`src/rtl/mux_arb_param.sv`:
```
// N-input arbitrated mux with a one-beat registered output stage; round-robin by default,
// fixed lowest-index priority when MUX_ARB_FIXED_PRIO_EN is defined.
module mux_arb_param #(
   parameter int NUM_INPUT  = 4,
   parameter int SEL_WIDTH  = 2,
   parameter int DATA_WIDTH = 1
) (
   input  logic                            clk,
   input  logic                            rst_n,
   input  logic [DATA_WIDTH*NUM_INPUT-1:0] data_in,
   input  logic [NUM_INPUT-1:0]            valid_in,
   output logic [NUM_INPUT-1:0]            ready_out,
   output logic [DATA_WIDTH-1:0]           data_out,
   output logic                            valid_out,
   input  logic                            ready_in,
   output logic [SEL_WIDTH-1:0]            sel_out
);

   localparam int IW = SEL_WIDTH + 1;

   logic                  load;
   logic                  grant_found;
   logic [SEL_WIDTH-1:0]  grant_idx;
   logic [DATA_WIDTH-1:0] grant_data;

   assign load = !valid_out || ready_in;

`ifdef MUX_ARB_FIXED_PRIO_EN
   // Scan from the top down so the lowest valid index is the last writer.
   always_comb begin
      grant_found = 1'b0;
      grant_idx   = '0;
      for (int i = NUM_INPUT - 1; i >= 0; i--) begin
         if (valid_in[i]) begin
            grant_found = 1'b1;
            grant_idx   = SEL_WIDTH'(i);
         end
      end
   end
`else
   logic [SEL_WIDTH-1:0] last_grant;
   logic [IW-1:0]        cand;

   // One spare bit in cand: last_grant + k + 1 never exceeds 2*NUM_INPUT-1, so a single wrap suffices.
   always_comb begin
      grant_found = 1'b0;
      grant_idx   = '0;
      cand        = '0;
      for (int k = 0; k < NUM_INPUT; k++) begin
         cand = IW'(last_grant) + IW'(k + 1);
         if (cand >= IW'(NUM_INPUT)) begin
            cand = cand - IW'(NUM_INPUT);
         end
         for (int i = 0; i < NUM_INPUT; i++) begin
            if (!grant_found && (cand == IW'(i)) && valid_in[i]) begin
               grant_found = 1'b1;
               grant_idx   = SEL_WIDTH'(i);
            end
         end
      end
   end

   always_ff @(posedge clk or negedge rst_n) begin
      if (!rst_n) begin
         last_grant <= SEL_WIDTH'(NUM_INPUT - 1);
      end else if (load && grant_found) begin
         last_grant <= grant_idx;
      end
   end
`endif

   always_comb begin
      grant_data = '0;
      for (int i = 0; i < NUM_INPUT; i++) begin
         if (grant_idx == SEL_WIDTH'(i)) begin
            grant_data = data_in[i*DATA_WIDTH +: DATA_WIDTH];
         end
      end
   end

   // rst_n gates ready_out so no upstream channel sees an accept while in reset.
   always_comb begin
      ready_out = '0;
      for (int i = 0; i < NUM_INPUT; i++) begin
         ready_out[i] = rst_n && load && grant_found && (grant_idx == SEL_WIDTH'(i));
      end
   end

   always_ff @(posedge clk or negedge rst_n) begin
      if (!rst_n) begin
         valid_out <= 1'b0;
         data_out  <= '0;
         sel_out   <= '0;
      end else if (load) begin
         if (grant_found) begin
            valid_out <= 1'b1;
            data_out  <= grant_data;
            sel_out   <= grant_idx;
         end else begin
            valid_out <= 1'b0;
         end
      end
   end

endmodule

```
`config.mk`:
```
export PLATFORM = sky130hd
export DESIGN_NAME = mux_arb_param
export DESIGN_NICKNAME = d
export VERILOG_FILES = /design/src/rtl/mux_arb_param.sv
export SDC_FILE = /design/constraint.sdc
export NUM_CORES = 1
export LEC_CHECK = 0
export CAP_MARGIN = 25
export CORE_AREA = 2 2 39 41
export DETAILED_ROUTE_END_ITERATION = 6
export DIE_AREA = 0 0 41 43
export GPL_TIMING_DRIVEN = 0
export PLACE_DENSITY = 0.7
export SYNTH_ARGS = -nofsm -noshare
export SYNTH_HDL_FRONTEND = slang
export SYNTH_SLANG_ARGS = --single-unit
```
`constraint.sdc`:
```
create_clock -name clk -period 2 [get_ports clk]
set_input_delay 0.4 -clock clk [delete_from_list [all_inputs] [get_ports clk]]
set_output_delay 0.4 -clock clk [all_outputs]
set_load 0.01 [all_outputs]
```
; ---- Yosys cells after proc, flatten, opt, wreduce, memory -nomap -nowiden
; Cells that the tools add are included.
[totals]
out_inout_bits = 8
in_bits = 11
reg_bits = 6
wordCells = 132
[op_classes]
n_lt_le_gt_ge = 4
reduce_logical = 61
eq_ne = 15
add_sub_neg = 8
n_mux = 40
[op_table]
columns = op, count
row1 = $logic_and 1x1->1, 38
row2 = $mux 2, 14
row3 = $eq 3x2->1 const B, 8
row4 = $mux 1, 22
row5 = $logic_not 1->1, 16
row6 = $eq 3x1->1 const B, 4
row7 = $ge 3x3->1 const B, 4
row8 = $logic_not 3->1, 4
row9 = $mux 3, 4
row10 = $sub 3x3->3 const B, 4
row11 = $add 2x2->3 const B, 2
row12 = $eq 2x2->1 const B, 2
row13 = $add 2x1->3 const B, 1
row14 = $add 2x3->3 const B, 1
row15 = $eq 2x1->1 const B, 1
row16 = $logic_not 2->1, 1
row17 = $reduce_and 2->1, 1
row18 = $logic_or 1x1->1, 1

; ---- Depth between registers and ports, before layout
[logic_depth]
ltp_word = 71
depth_mapped = 5
mapped_depth_nobuf = 5

; ---- Worst setup path after synthesis
; OpenSTA, ideal clock, no wires.
[synth_timing]
path_kind = register to output
from = reg last_grant[1]
to = out ready_out[1]
stages_incl_launch_ff = 6
path_slack_ns = 0.368
path_buffers = 0
arrival_time_ns = 1.232
required_time_ns = 1.600
path_cell_list = dfstp_2 > o21ai_0 > or2_1 > nand2_2 > nand3_1 > nor2b_1
[synth_via]
elab_chain_len = 68
elab_cells_between_ends = 112
cone_classes = add/sub: 8 / order compare: 4 / eq/ne: 13 / mux: 35 / reduce/logical: 52
[synth_lines]
columns = element, line
row1 = start: declaration, 41  ; logic [SEL_WIDTH-1:0] last_grant;
row2 = start signal: assignment, 65  ; last_grant <= SEL_WIDTH'(NUM_INPUT - 1);
row3 = start signal: assignment, 67  ; last_grant <= grant_idx;
row4 = $add 2x1->3, 50  ; cand = IW'(last_grant) + IW'(k + 1);
row5 = $sub 3x3->3 or $ge 3x3->1 (tied branches), "52, 51"
row6 = $mux 3, 51  ; if (cand >= IW'(NUM_INPUT)) begin
row7 = $logic_not 3->1, 55  ; if (!grant_found && (cand == IW'(i)) && valid_in[i]) begin
row8 = $logic_and 1x1->1, 55
row9 = $mux 1, 55
row10 = $logic_not 1->1, 55
row11 = $logic_and 1x1->1 (2 in series), 55
row12 = (+49 left out), n/a
row13 = $logic_not 1->1, 55
row14 = $logic_and 1x1->1 (2 in series), 55
row15 = $mux 1, 55
row16 = $logic_not 1->1, 55
row17 = $logic_and 1x1->1 (2 in series), 55
row18 = $mux 2 or $mux 1 (tied branches), 55
row19 = $eq 2x1->1 or $logic_and 1x1->1 (tied branches), 85  ; ready_out[i] = rst_n && load && grant_found && (grant_idx == SEL_WIDTH'(i));
row20 = $logic_and 1x1->1 (*), 85
row21 = end: declaration, 12  ; output logic [NUM_INPUT-1:0] ready_out,
; Every way passes the cells marked *; elsewhere a longest branch is shown, timed or not.

; ---- Worst setup path in the final report
[layout_timing]
from = reg last_grant[0]
to = out ready_out[1]
; Same word-level chain as after synthesis.

==> results <==
[area by class of cell]
type                            count  share of cell area (%)
Multi-Input combinational cell     39                   40.27
Timing Repair Buffer               28                   32.28
Sequential cell                     6                   20.30
Clock buffer                        4                   3.494
Tap cell                           16                   2.662
Inverter                            2                  0.9983
[registers in the layout, summed over array words and instances, names as in the netlist]
name and cells:
data_out 1, valid_out 1, sel_out 2, last_grant 2
[worst max-delay path by stage]
stage	startpoint	slack, ns	end	depth (start not counted)
floorplan	last_grant[1]$_DFFE_PN1P_	0.37	ready_out[1]	5
global placement	valid_in[1]	-0.75	ready_out[1]	7
detailed placement	valid_in[1]	-0.75	ready_out[1]	7
CTS	ready_in	0.003	ready_out[2]	7
global route	last_grant[0]$_DFFE_PN1P_	-0.03	ready_out[0]	6
finish	last_grant[0]$_DFFE_PN1P_	0.06	ready_out[1]	6
[metal layers]
metal / vias to the layer above / wire length, um / GRT usage [%]
li1: 239 / - / -
met1: 231 / 510 / 18.48
met2: 19 / 658 / 21.88
met3: 0 / 75 / 3.141
met4: 0 / 0 / 8.000
met5: - / 0 / 0
[metrics by stage]
| stage | power (mW) | TNS, ns | worst slack, ns |
|---|---|---|---|
| after floorplan | 0.3090 | 0 | 0.3685 |
| after global placement | 0.4099 | -3.154 | -0.7518 |
| after detailed placement | 0.4153 | -3.160 | -0.7494 |
| after CTS | 0.5839 | 0 | 0.003438 |
| after global routing | 0.6507 | -0.05472 | -0.02938 |
| final | 0.6128 | 0 | 0.05685 |
[kinds of logic after synthesis]
| logic type | Yosys count | share of synthesized area [%] |
|---|---|---|
| multiplexers | 2 | 5.294 |
| AO/OA/AOI/OAI | 15 | 30.59 |
| AND/OR/NAND/NOR | 22 | 26.47 |
| buffers and inverters | 2 | 1.763 |
| flip-flops | 6 | 35.88 |
[where the power goes]
group,leakage (nW),switching [mW],total (mW),internal [mW]
logic,0.270,0.136,0.308,0.173
registers,0.0660,0.0210,0.184,0.163
clock network,0.0150,0.0450,0.121,0.0757
total,0.351,0.201,0.613,0.411
[placed cells by master (no fill, tap or decap), types with 2 or more instances in the layout]
master	instances
mux2_1	2
clkbuf_4	3
nor2_1	4
clkdlybuf4s15_2	3
a21o_2	2
nand3_2	2
clkdlybuf4s50_1	8
buf_4	10
o21ai_2	2
nand2b_1	2
dfstp_2	2
buf_2	4
dfrtp_1	4
dlymetal6s2s_1	2
nand2_1	3
nor2b_1	2
nand2_2	2
[critical path: stages (launching register included)]
cell and delay, ns:
dfstp_2 0.54, nor2b_2 0.05, or2_1 0.26, nand2_2 0.10, nand3_2 0.08, nor2b_1 0.12, buf_2 0.13
[repair_timing]
| item | CTS | global route |
|---|---|---|
| resized for setup | 31 | 7 |
| endpoints found under the setup margin | 4 | 4 |
| pin swaps | 4 | 5 |
| buffers inserted | 6 | 4 |
==> flow_summary.yaml <==
status:
  status: "finished clean"
placed_design:
  dp.cells: 81
  io_buffer_count: 18
  gp_congestion: 0.6612
  hpwl_um: 785.2
  dpl-instance-area_um2: 625.6
floorplan:
  row_count: 14
  die_w_um: 41
  core_um2: 1384
  dieArea_um2: 1763
  io_pins: 19
  die_y_um: 43
  start_util_pct: 30.74
route:
  drc: 0
  routed_wl_mm: 1.244
  antenna_left: 0
  routedWlPerCell_um: 13.09
  vias: 489
  firstDrtPassIters: 4
  drt_iter0_drc: 5
  post_drt_via_cell_ratio: 5.147
clock_tree:
  cts_tree: "built"
  numCtsBuffers: 3
  ctsHoldBuffers: 0
  cts_buffer_depth: 2
  worst_skew_pair.late_latency_ns: 0.24
  cts.sinks: 6
  ctsHtreeMaxLevel: 1
  clk_pin_slew_ns: 0.05
  root_buffer: "clkbuf_4"
final_layout:
  nNetsFinal: 91
  fin_util_pct: 54.34
  nFillCells: 132
  drive_above_1_share_pct: 46.84
  stdcell_area_um2: 752.0
  area_growth_pct: 76.76
  seq_area_um2: 152.6
  final_cells: 95
  num_antenna_cells: 0
  multiInputGateArea_um2: 302.8
worst_setup_path:
  path_max_fanout: 3
  r2r_slack_ns: 0.26
  cp.arrival_ns: 1.54
  worstReg2RegEnd: "data_out$_DFFE_PN0P_"
  critPathRequiredTime_ns: 1.60
  critPathLaunchType: "flop"
  r2r_cells: 8
  critPathKind: "reg -> out"
  crit_path_end_kind: "primary output"
  rr_startpoint: "last_grant[0]$_DFFE_PN1P_"
timing:
  holdWs_ns: 0.05129
  finalCritPeriodShare_pct: 97.16
  setup_viol: 0
  fmax_mhz: 514.6
  finalCriticalPeriod_ns: 1.943
  drv_slew: 0
  skew_ns: 0.003631
  tightest_slew_ns: 0.3783
  hold_viol: 0
  rsz0062_at_grt: "true"
  slew_headroom_pct: 74.74
yosys:
  avgSynthCellArea_um2: 9.051
  ys_async_sr_fraction_pct: 100.0
  synth_area_um2: 425.4
  synth.distinct_cells: 27
  synth_top_area_share_pct: 23.53
  yosysTopAreaCell: "dfrtp_1"
  yosys-top-cells-area: "dfrtp_1 (24%), dfstp_2 (12%), o41ai_4 (6.5%)"
  yosysSeqAreaShare_pct: 35.88
  yosysWarnings: 0
  synth_cells: 47
  synth_most_common_cell: "nor2_1"
  synth_ff_type: "dfrtp_1"
  synthTopCellsByCount: "nor2_1 (5), dfrtp_1 (4), nand2_1 (4)"
  synth_edf_count: 0
  ys_ff_latch: 6
  synth_nets: 58
global_route:
  grt_pass1_vias: 430
  grt_pass1_wl_mm: 1.731
  grt_overflow: 0
  grtUsageTotal_pct: 14.57
  grt_max_degree: 10
  antenna_found_initial: 0
min_path:
  hold_path_class: "in -> async"
power:
  powerDensity_nw_per_um2: 814.9
  ir_drop_mv: 0.3847
  p_leak_nw: 0.3508
run:
  drv_cap: 0
Note: power is estimated with default switching activity, not from simulation.
==> edit 1, RTL diff (same settings) <==
The option `MUX_ARB_FIXED_PRIO_EN` is turned on by a define.
--- a/src/rtl/mux_arb_param.sv
+++ b/src/rtl/mux_arb_param.sv
@@ -2,2 +2,4 @@
 // fixed lowest-index priority when MUX_ARB_FIXED_PRIO_EN is defined.
+`define MUX_ARB_FIXED_PRIO_EN
+
 module mux_arb_param #(
Function: changed (Yosys sat finds a counterexample within 4 cycles, from zero or initial values and one cycle with rst_n low).
==> edit 1 against the original RTL <==
Via count fell by 37%; largest power group is now the clock network; power down 56%; first-iteration DRC count fell by 80%; synthesized cell count is 34% lower; combinational power decreased by 75%; fmax is 0.73% lower; final area decreased by 33%; synthesized area decreased by 36%; sequential cell count shrank 2; setup slack lost 0.014 ns; routed wire length down 42%; register-to-register slack improved by 0.67 ns.
==> edit 1: results (changes against the original RTL) <==
stage;metric;value;unit;change
cts;clk_latency;0.24;ns;about the same
place;dp_hpwl;531;um;was 785 um
finish;fillers;143;;was 132
global_route;grt_pass1_wl;1170;um;was 1730 um
power_and_ir_drop;ir_drop;0.495;mV;was 0.385 mV
critical_path;crit_path_end;ready_out[2];;was ready_out[1]
logic_synthesis;synthTopCellsByArea;dfrtp_1, a21oi_1, mux2_4, o21a_1, nand2b_1;;was dfrtp_1, dfstp_2, o41ai_4, mux2_1, nand2b_1
finish;nNetsFinal;66;;was 91
logic_synthesis;synth_cells;31;;was 47
global_route;gr-usage-met3;9.95;%;was 3.14%
place;portBuffers;18;;unchanged
global_route;antenna_found_initial;0;;unchanged
run_status;status;finished, final reports clean;;unchanged
timing;tightest_slew;0.265;ns;was 0.378 ns
cts;htreeDepth;1;;unchanged
global_route;grt_use_total;10.3;%;was 14.6%
power_and_ir_drop;clkPwrFrac;36.6;%;was 19.7%
logic_synthesis;ys_seq_area_share;37.0;%;was 35.9%
hold_path;hold_class;in2async;;unchanged
critical_path;path_max_fanout;5;;was 3
logic_synthesis;synth-main-ff-cell;dfrtp_1;;unchanged
routing;drt-initial-drc-count;1;;was 5
cts;cts_buffer_depth;2;;unchanged
routing;vias;308;;was 489
power_and_ir_drop;leakage;0.224;nW;was 0.351 nW
place;place.gp.congestion;0.722;;was 0.661
finish;drive_above_1_share;28.3;%;was 46.8%
global_route;grt_pass1_vias;267;;was 430
routing;dr_wl_met2;333;um;was 658 um
power_and_ir_drop;p_clk;0.0989;mW;was 0.121 mW
routing;dr_wl_met3;80;um;was 75 um
critical_path;r2r-start;valid_out;;was last_grant[0]
global_route;use_met1;12.3;%;was 18.5%
global_route;gr-usage-met2;14.1;%;was 21.9%
place;place_inst;65;;was 81
routing;wl;724;um;was 1240 um
power_and_ir_drop;p_comb;0.0783;mW;was 0.308 mW
timing;hold_ws;0.136;ns;was 0.0513 ns
critical_path;arrival;1.56;ns;was 1.54 ns
finish;reg_top3;sel_out x2, data_out x1, valid_out x1;;was last_grant x2, sel_out x2
critical_path;cp_slowest_cell;or4_4;;was dfstp_2
power_and_ir_drop;p_int;0.204;mW;was 0.411 mW
logic_synthesis;yosys-top-cells-count;dfrtp_1, a21oi_1, inv_1, nor2_1;;was nor2_1, dfrtp_1, nand2_1
logic_synthesis;yosysTopAreaCellShare;37.0;%;was 23.5%
routing;wl_met1;309;um;was 510 um
critical_path;cp-startpoint;valid_in[3];;was last_grant[0]
routing;first_pass_iters;2;;was 4
logic_synthesis;ys_types;18;;was 27
cts;cts_root_buffer;clkbuf_4;;unchanged
critical_path;crit_family;simple AND/OR/NAND/NOR gates;;unchanged
logic_synthesis;syn_nets;42;;was 58
routing;viasPerCell;4.46;;was 5.15
critical_path;reg2reg_to;sel_out[0];;was data_out
critical_path;reg2reg_depth;3;;was 8
timing;skew;0.00427;ns;was 0.00363 ns
global_route;grt_max_degree;9;;was 10
critical_path;reg2reg_setup_slack;0.93;ns;was 0.26 ns
-- edit 1: through the flow --
stage | setup slack (ns) | TNS [ns] | instance area (um2)
after CTS | 0.0284 | 0 | 510
final | 0.0426 | 0 | 504
after floorplan | 0.477 | 0 | 270
after global routing | 0.0156 | 0 | 504
after global placement | -0.579 | -1.75 | 470
after detailed placement | -0.591 | -1.84 | 470
-- edit 1: cell families after synthesis --
kind of cell	synth area share, %
simple gates	31.9
compound gates	21.3
flops	37.0
buf+inv	4.17
mux	5.55
-- edit 1: what timing repair did --
| item | CTS | global route |
|---|---|---|
| resized for setup | 22 | 2 |
| pin swaps | 2 | 0 |
| setup endpoints to repair | 4 | 2 |
| setup buffers | 1 | 0 |
-- edit 1: area by class of cell --
| cell class | count | area share, % |
|---|---|---|
| clock buffers | 3 | 4.47 |
| inverters | 3 | 2.23 |
| multi-input cells | 24 | 33.0 |
| flip-flops and latches | 4 | 19.9 |
| well taps | 16 | 3.97 |
| repair buffers | 19 | 36.5 |
==> edit 2, RTL diff (same settings) <==
Without the edit above. Make the reset (`rst_n`) synchronous in 2 clocked blocks.
--- a/src/rtl/mux_arb_param.sv
+++ b/src/rtl/mux_arb_param.sv
@@ -62,3 +62,3 @@
 
-   always_ff @(posedge clk or negedge rst_n) begin
+   always_ff @(posedge clk) begin
       if (!rst_n) begin
@@ -88,3 +88,3 @@
 
-   always_ff @(posedge clk or negedge rst_n) begin
+   always_ff @(posedge clk) begin
       if (!rst_n) begin
Behaviour: differs if rst_n is asserted again (counterexample within 4 cycles, from zero or initial values and one cycle with rst_n low); with rst_n held inactive, the same outputs for 10 cycles.
==> edit 2 against the original RTL <==
Sequential share of layout area shrank 6.1 points; largest power group unchanged; sequential power down 22%; synthesized cell count up 6.4%; sequential cell count unchanged; setup slack worse by 0.10 ns; synthesized area is 2.9% higher; non-clock buffer count rose by 9; cell count increased by 11%; largest cell class unchanged; final area grew 18%; routed wire length up 15%; the run now ends with negative setup slack left; fmax down 5.0%; hold slack improved by 0.36 ns; power fell by 22%.
==> edit 2: results (changes against the original RTL) <==
stage;metric;value;unit;change
run_status;status;finished, violations left;;was finished, final reports clean
run_status;violations;negative setup slack;;
routing;wire_per_inst;13.6;um;was 13.1 um
routing;ant_nets;0;;unchanged
global_route;grt_pass1_wl;2010;um;was 1730 um
global_route;grt_use_total;16.5;%;was 14.6%
routing;vias;537;;was 489
finish;nNetsFinal;102;;was 91
routing;drt-initial-drc-count;4;;was 5
logic_synthesis;avgSynthCellArea;8.76;um2;was 9.05 um2
critical_path;reg2reg_setup_slack;0.07;ns;was 0.26 ns
global_route;use_met1;20.6;%;was 18.5%
timing;setup-violations-final;2;;was 0
power_and_ir_drop;p_sw;0.137;mW;was 0.201 mW
finish;drive_above_1_share;58.4;%;was 46.8%
place;place.gp.congestion;0.721;;was 0.661
global_route;grt_pass1_vias;489;;was 430
logic_synthesis;async_flop_share;0;%;was 100%
timing;skew;0.00465;ns;was 0.00363 ns
cts;cts_buffer_depth;2;;unchanged
global_route;gr-usage-met3;1.57;%;was 3.14%
critical_path;path_max_fanout;7;;was 3
logic_synthesis;ys_types;32;;was 27
routing;dr_wl_met2;748;um;was 658 um
routing;wl;1430;um;was 1240 um
global_route;gr-usage-met2;25.6;%;was 21.9%
logic_synthesis;synthTopCellsByArea;dfxtp_1, nor2b_1, nor2_1, mux2i_1, nor3b_4;;was dfrtp_1, dfstp_2, o41ai_4, mux2_1, nand2b_1
logic_synthesis;syn_nets;61;;was 58
critical_path;arrival;1.65;ns;was 1.54 ns
global_route;overflow;0;;unchanged
place;dp_slack;-0.935;ns;was -0.749 ns
timing;slew_headroom;67.9;%;was 74.7%
logic_synthesis;ys_seq_area_share;27.4;%;was 35.9%
critical_path;reg2reg_depth;12;;was 8
critical_path;reg2reg_to;data_out;;unchanged
cts;cts_buffers;3;;unchanged
place;dp_hpwl;745;um;was 785 um
timing;setup_ws;-0.0465;ns;was 0.0568 ns
critical_path;cp_slowest_cell;or4b_4;;was dfstp_2
place;place_inst;84;;was 81
logic_synthesis;yosys-top-cells-count;dfxtp_1, nor2_1, nor2b_1, nand2_1;;was nor2_1, dfrtp_1, nand2_1
cts;htreeDepth;1;;unchanged
hold_path;hold_class;in2reg;;was in2async
logic_synthesis;yosysTopAreaCellShare;27.4;%;was 23.5%
power_and_ir_drop;ir_drop;0.308;mV;was 0.385 mV
power_and_ir_drop;leakage;0.386;nW;was 0.351 nW
critical_path;slowest_delay;0.51;ns;was 0.54 ns
==> edit 2: kinds of logic after synthesis <==
group	synth area share, %
and+or+nand+nor	41.7
AOI/OAI and AO/OA	25.1
DFF	27.4
muxes	4.57
buffers and inverters	1.14
==> edit 2: repair_timing <==
action | CTS | global route
pin swaps | 8 | 2
setup buffers | 17 | 2
resized for setup | 56 | 12
setup endpoints to repair | 4 | 5
==> edit 2: cell type report <==
type / count / area [um2]
timing repair buffer: 36 / 315
sequential: 6 / 126
clock buffer: 3 / 22.5
tap: 16 / 20.0
buffer: 1 / 11.3
multi-input combinational: 43 / 392
fill: 115 / 497
==> edit 2: how the worst max path moves through the flow <==
stage	startpoint	to	slack, ns	cells after the start
CTS	last_grant[0]	ready_out[2]	-0.01	5
floorplan	valid_in[1]	ready_out[2]	0.16	4
finish	rst_n	ready_out[0]	-0.05	5
detailed placement	valid_in[1]	ready_out[3]	-0.94	5
global route	valid_out	ready_out[2]	-0.11	5
global placement	valid_in[1]	ready_out[3]	-1.00	5
==> edit 2: per-stage QoR <==
step / TNS, ns / instance area, um2 / total power [mW] / hold slack [ns]
2_1_floorplan: 0 / 438 / 0.217 / 0.472
3_3_place_gp: -3.96 / 638 / 0.280 / 0.458
3_5_place_dp: -3.73 / 638 / 0.281 / 0.468
4_1_cts: -0.0241 / 842 / 0.457 / 0.412
5_1_grt: -0.205 / 887 / 0.504 / 0.414
6_report: -0.0916 / 887 / 0.477 / 0.414
==> edit 2: power by group through the flow <==
stage	sequential (mW)	combinational (mW)	clock [mW]
3_5_place_dp	0.142	0.139	0
6_report	0.144	0.227	0.106
4_1_cts	0.142	0.200	0.115
2_1_floorplan	0.145	0.0718	0
5_1_grt	0.145	0.241	0.118
3_3_place_gp	0.142	0.138	0
